<file path="src/rtl/data_sync_rx.sv">
// data_sync_rx: destination-side receiver of a four-phase req/ack handshake.
// The level request is resynchronised into i_clk, the source bus is sampled
// once the synchronised request is seen, a one-cycle valid strobe is issued
// and a level acknowledge is held until the request is withdrawn.
module data_sync_rx #(
   parameter int NUM_STAGES = 2,
   parameter int BUS_WIDTH  = 8
) (
   input  logic                 i_clk,
   input  logic                 i_rst,
   input  logic                 i_req,
   input  logic [BUS_WIDTH-1:0] i_unsync_bus,
   output logic [BUS_WIDTH-1:0] o_sync_bus,
   output logic                 o_valid_pulse,
   output logic                 o_ack,
   output logic                 o_busy
);

   typedef enum logic {
      IDLE = 1'b0,
      ACK  = 1'b1
   } state_t;

   state_t                state;
   state_t                next_state;
   logic [NUM_STAGES-1:0] sync_chain;
   logic                  req_s;
   logic                  capture;

   // Plain shift chain for the request; nothing sits between the stages
   always_ff @(posedge i_clk or negedge i_rst) begin
      if (!i_rst) begin
         sync_chain <= '0;
      end else begin
         sync_chain <= {sync_chain[NUM_STAGES-2:0], i_req};
      end
   end

   assign req_s = sync_chain[NUM_STAGES-1];

   // State register
   always_ff @(posedge i_clk or negedge i_rst) begin
      if (!i_rst) begin
         state <= IDLE;
      end else begin
         state <= next_state;
      end
   end

   // Next-state logic; a capture happens only on the IDLE-to-ACK step
   always_comb begin
      next_state = state;
      capture    = 1'b0;
      case (state)
         IDLE: begin
            if (req_s) begin
               next_state = ACK;
               capture    = 1'b1;
            end
         end
         ACK: begin
            if (!req_s) begin
               next_state = IDLE;
            end
         end
         default: begin
            next_state = IDLE;
         end
      endcase
   end

   // Registered outputs: the bus is sampled only at the capture edge and held
   always_ff @(posedge i_clk or negedge i_rst) begin
      if (!i_rst) begin
         o_sync_bus    <= '0;
         o_valid_pulse <= 1'b0;
         o_ack         <= 1'b0;
      end else begin
         o_valid_pulse <= capture;
         o_ack         <= (next_state == ACK);
         if (capture) begin
            o_sync_bus <= i_unsync_bus;
         end
      end
   end

   assign o_busy = (state == ACK);

endmodule

</file>
<file path="config.mk">
export PLATFORM = sky130hd
export DESIGN_NAME = data_sync_rx
export DESIGN_NICKNAME = d
export VERILOG_FILES = /design/src/rtl/data_sync_rx.sv
export SDC_FILE = /design/constraint.sdc
export NUM_CORES = 1
export LEC_CHECK = 0
export ABC_AREA = 1
export BUFFER_PORTS_ARGS = -buffer_cell sky130_fd_sc_hd__buf_4
export CAP_MARGIN = 5
export CORE_AREA = 4 4 41 43
export CTS_BUF_LIST = sky130_fd_sc_hd__clkbuf_4 sky130_fd_sc_hd__clkbuf_8
export CTS_CLUSTER_DIAMETER = 200
export DETAILED_ROUTE_END_ITERATION = 10
export DIE_AREA = 0 0 45 47
export GPL_TIMING_DRIVEN = 1
export PLACE_DENSITY = 0.63
export SYNTH_ARGS = -nofsm -noshare
export SYNTH_HDL_FRONTEND = slang
export SYNTH_SLANG_ARGS = --single-unit
export TNS_END_PERCENT = 5
</file>
<file path="constraint.sdc">
create_clock -name i_clk -period 1.2 [get_ports i_clk]
set_input_delay 0.06 -clock i_clk [delete_from_list [all_inputs] [get_ports i_clk]]
set_output_delay 0.06 -clock i_clk [all_outputs]
set_load 0.01 [all_outputs]
</file>
* Word level (Yosys, flattened, before mapping) *
Cells that the tools add are included.

storage, ports and cells
  bits in registers = 12
  bits of input ports = 11
  output and inout bits = 11
  word-level logic and storage cells = 6

cells by class
  mux-type cells = 2

operators with widths
  operator  count
  $mux 1    2

* Logic depth before layout (Yosys ltp) *
  depth in word-level cells = 2
  mapped depth = 4
  depth with buffers taken out = 4

* Worst setup path before layout *
OpenSTA, ideal clock, no wires.

  kind = flip-flop to flip-flop
  from = register o_ack (netlist name)
  to = register o_sync_bus[0]
  library setup time = 0.117 ns
  arrival = 0.723 ns
  data required time = 1.083 ns
  slack = 0.361 ns
  cell stages (with the launch flop) = 5
  path buffers = 0
  period minus slack after synthesis = 0.839 ns
  path through = dfrtp_1 > inv_4 > nand2_8 > nand2_1 > nand2_1

RTL lines
  element               RTL line  text
  to (signal assigned)  82        o_sync_bus <= i_unsync_bus;
  to (decl)             13        output logic [BUS_WIDTH-1:0] o_sync_bus,

* Worst setup path after layout *
  from = register sync_chain[1]
  to = register o_sync_bus[3]

on the way
  longest elaborated chain between the ends = 2

RTL lines
  element                 RTL line  text
  from (decl)             26        logic [NUM_STAGES-1:0] sync_chain;
  from (signal assigned)  35        sync_chain <= {sync_chain[NUM_STAGES-2:0], i_req};
  $mux 1                  56        if (req_s) begin
  $mux 1                  54        case (state)

No other way between the ends.
A chain may end at the register's enable or synchronous reset.

==> results by group <==
Cells and area
  • N_diodes: 0
  • Area Overhead vs Synth: 44.1%
  • Filler Cell Count: 124
  • Area of the multi-input gates: 125 sq um
  • Post-Layout Cell Count: 80
  • Layout cells sized above 1: 0.431
  • Nets: 78
  • Reg area: 300 sq um

Die
  • Die area: 2120 sq um
  • Die H: 47 um
  • Site Rows: 13
  • CORE AREA: 1300 sq um
  • Starting Density: 0.349
  • Die Width: 45 um
  • I/O Pins: 22

STA
  • Final Skew: 0.000775 ns
  • Worst slew pin tran: 0.421 ns
  • Slew headroom: 0.719
  • Tcrit/Tclk final: 0.786
  • RSZ-0062 raised after global routing: no
  • Slew Limit Fails: 0
  • Final min period: 0.944 ns
  • F_max: 1060 MHz
  • TNS Setup: 0 ns
  • Final Hold Viols: 0
  • Final setup violation count: 0

Worst setup path
  • Largest fanout on the critical path: 10
  • CP endpoint kind: flip-flop
  • CP Launch Type: flip-flop
  • FF-to-FF path depth: 3
  • Crit Path Category: reg -> reg
  • CP Data Required Time: 1.35 ns
  • CP arrival: 1.10 ns

Placement
  • Dpl hpwl: 684 um
  • IO buf count: 21
  • GPL Wtd Cong: 0.739
  • Placed insts: 75

GRT
  • First-pass GRT wire length: 1520 um
  • Pin count of the biggest net entering global routing: 13
  • Gr ovfl total: 0
  • GRT Overall Usage: 0.103
  • Vias in the first global route: 352
  • Antenna violations before repair: 0

Min path
  • Hold depth: 3
  • Worst hold-check path type: in -> reg

Pwr
  • Sw frac: 0.248
  • Internal: 0.653 mW
  • Total power divided by cell area: 1330 nW/um^2
  • Maximum VDD drop: 779 uV
  • Clk pwr share: 0.261
  • Sw power: 0.216 mW
  • Reg power frac: 0.547
  • Leak: 0.356 nW
  • Comb pwr share: 0.192

Synthesis
  • Seq/Total Area, Yosys: 0.661
  • Mean area per synthesized cell: 11.1 sq um
  • Synth cell types: 9
  • Syn_nets: 52
  • Register bit total from synthesis: 12
  • Total number of yosys warnings: 0
  • Gate Count Post-Synth: 41
  • Post-Syn Area: 454 sq um

Drt
  • ANT nets after route: 0
  • Post-route DRC: 0
  • Vias/cell: 4.44
  • TritonRoute pass-1 iters: 2
  • DR vias: 355
  • Routed WL: 905 um
  • DRT iter0 DRCs: 3
  • Detailed-route wire length per cell: 11.3 um

CTS
  • # H-tree levels: 1
  • Clk_lat worst skew: 0.26 ns
  • Total setup buffers inserted after CTS: 0
  • Worst-path clk slew: 0.06 ns
  • Post_cts resized: 0
  • Clock Sinks: 12
  • CTS Buf Count: 3
  • Clk root buf: clkbuf_4
  • Max Root-Sink Buffers: 2
  • TritonCTS clock tree: done

Run status
  • Status: finished, final reports clean

Run
  • Max-Cap Viols: 0
==> registers in the layout, indices dropped and copies added, names as in the netlist <==
register / flops
o_valid_pulse: 1
o_ack: 1
sync_chain: 2
o_sync_bus: 8
==> per-stage QoR <==
step / hold WS [ns] / total power, mW / setup WS, ns / area, sq um / util
floorplan: -0.236 / 0.548 / 0.361 / 454 / -
global placement: -0.0958 / 0.647 / 0.286 / 612 / 0.470
detailed placement: -0.0928 / 0.649 / 0.251 / 612 / 0.470
CTS: 0.0266 / 0.894 / 0.237 / 654 / 0.503
global route: 0.0292 / 0.927 / 0.164 / 654 / 0.503
finish: 0.0315 / 0.869 / 0.256 / 654 / 0.503
==> layout by cell type (no fill, tap or decap) <==
| master | synthesis | routed |
|---|---|---|
| inv_1 | 1 | 1 |
| inv_4 | 1 | 1 |
| buf_4 | 1 | 21 |
| dfrtp_1 | 12 | 12 |
| nand2_1 | 14 | 14 |
| nand2_8 | 1 | 1 |
| dlygate4sd3_1 | 0 | 2 |
| clkbuf_4 | 0 | 3 |
| nand3_1 | 8 | 8 |
| nand2_2 | 2 | 2 |
==> synthesized netlist by cell type (all sizes together) <==
library cell | number | area (sq um)
dfrtp | 12 | 300
inv | 2 | 10.0
nand3 | 8 | 40.0
nand2 | 17 | 85.1
buf | 2 | 18.8
==> logic make-up after synthesis <==
| logic type | count (synthesis) | share of synthesized area |
|---|---|---|
| DFF | 12 | 0.661 |
| and+or+nand+nor | 25 | 0.275 |
| buffers and inverters | 4 | 0.0634 |
==> routing by layer <==
layer,vias to the layer above,GRT usage,part of all wire
met2,16,0.141,0.45
met4,0,0.0702,0.013
li1,183,-,-
met3,4,0.0460,0.10
met1,152,0.130,0.43
met5,-,0,0
==> repair_timing <==
action | in CTS | in global routing
hold endpoints to repair | 13 | 0
endpoints found under the setup margin | 0 | 0
hold buffers | 2 | 0
==> path summary, 6_finish.rpt <==
| kind | slack (ns) | from | end |
|---|---|---|---|
| hold / removal | 0.03 | i_unsync_bus[2] | o_sync_bus[2]$_DFFE_PN0P_ |
| setup reg to reg | 0.26 | sync_chain[1]$_DFF_PN0_ | o_sync_bus[3]$_DFFE_PN0P_ |
| setup / recovery | 0.26 | sync_chain[1]$_DFF_PN0_ | o_sync_bus[3]$_DFFE_PN0P_ |
| hold reg to reg | 0.35 | sync_chain[0]$_DFF_PN0_ | sync_chain[1]$_DFF_PN0_ |
| min in group asynchronous | 0.17 | i_rst | sync_chain[0]$_DFF_PN0_ |
| max in group asynchronous | 0.88 | i_rst | o_sync_bus[7]$_DFFE_PN0P_ |
==> critical path, cell delays in order, from the launching register on <==
cell and delay (ns):
dfrtp_1 0.60, nand2_8 0.11, nand2_1 0.07, nand2_1 0.05
==> final cells by class <==
type                            count  area share
Clock buffer                        3      0.0344
Timing Repair Buffer               23       0.272
Multi-Input combinational cell     25       0.191
Tap cell                           15      0.0287
Sequential cell                    12       0.459
Inverter                            2      0.0153
==> power groups by stage <==
stage          Clock, mW  Combinational (mW)  Sequential (mW)
2_1_floorplan          0              0.0542            0.494
5_1_grt            0.262               0.184            0.481
3_5_place_dp           0               0.166            0.483
3_3_place_gp           0               0.164            0.484
6_report           0.227               0.167            0.476
4_1_cts            0.246               0.172            0.476
Power figures use the tool's default switching activity.
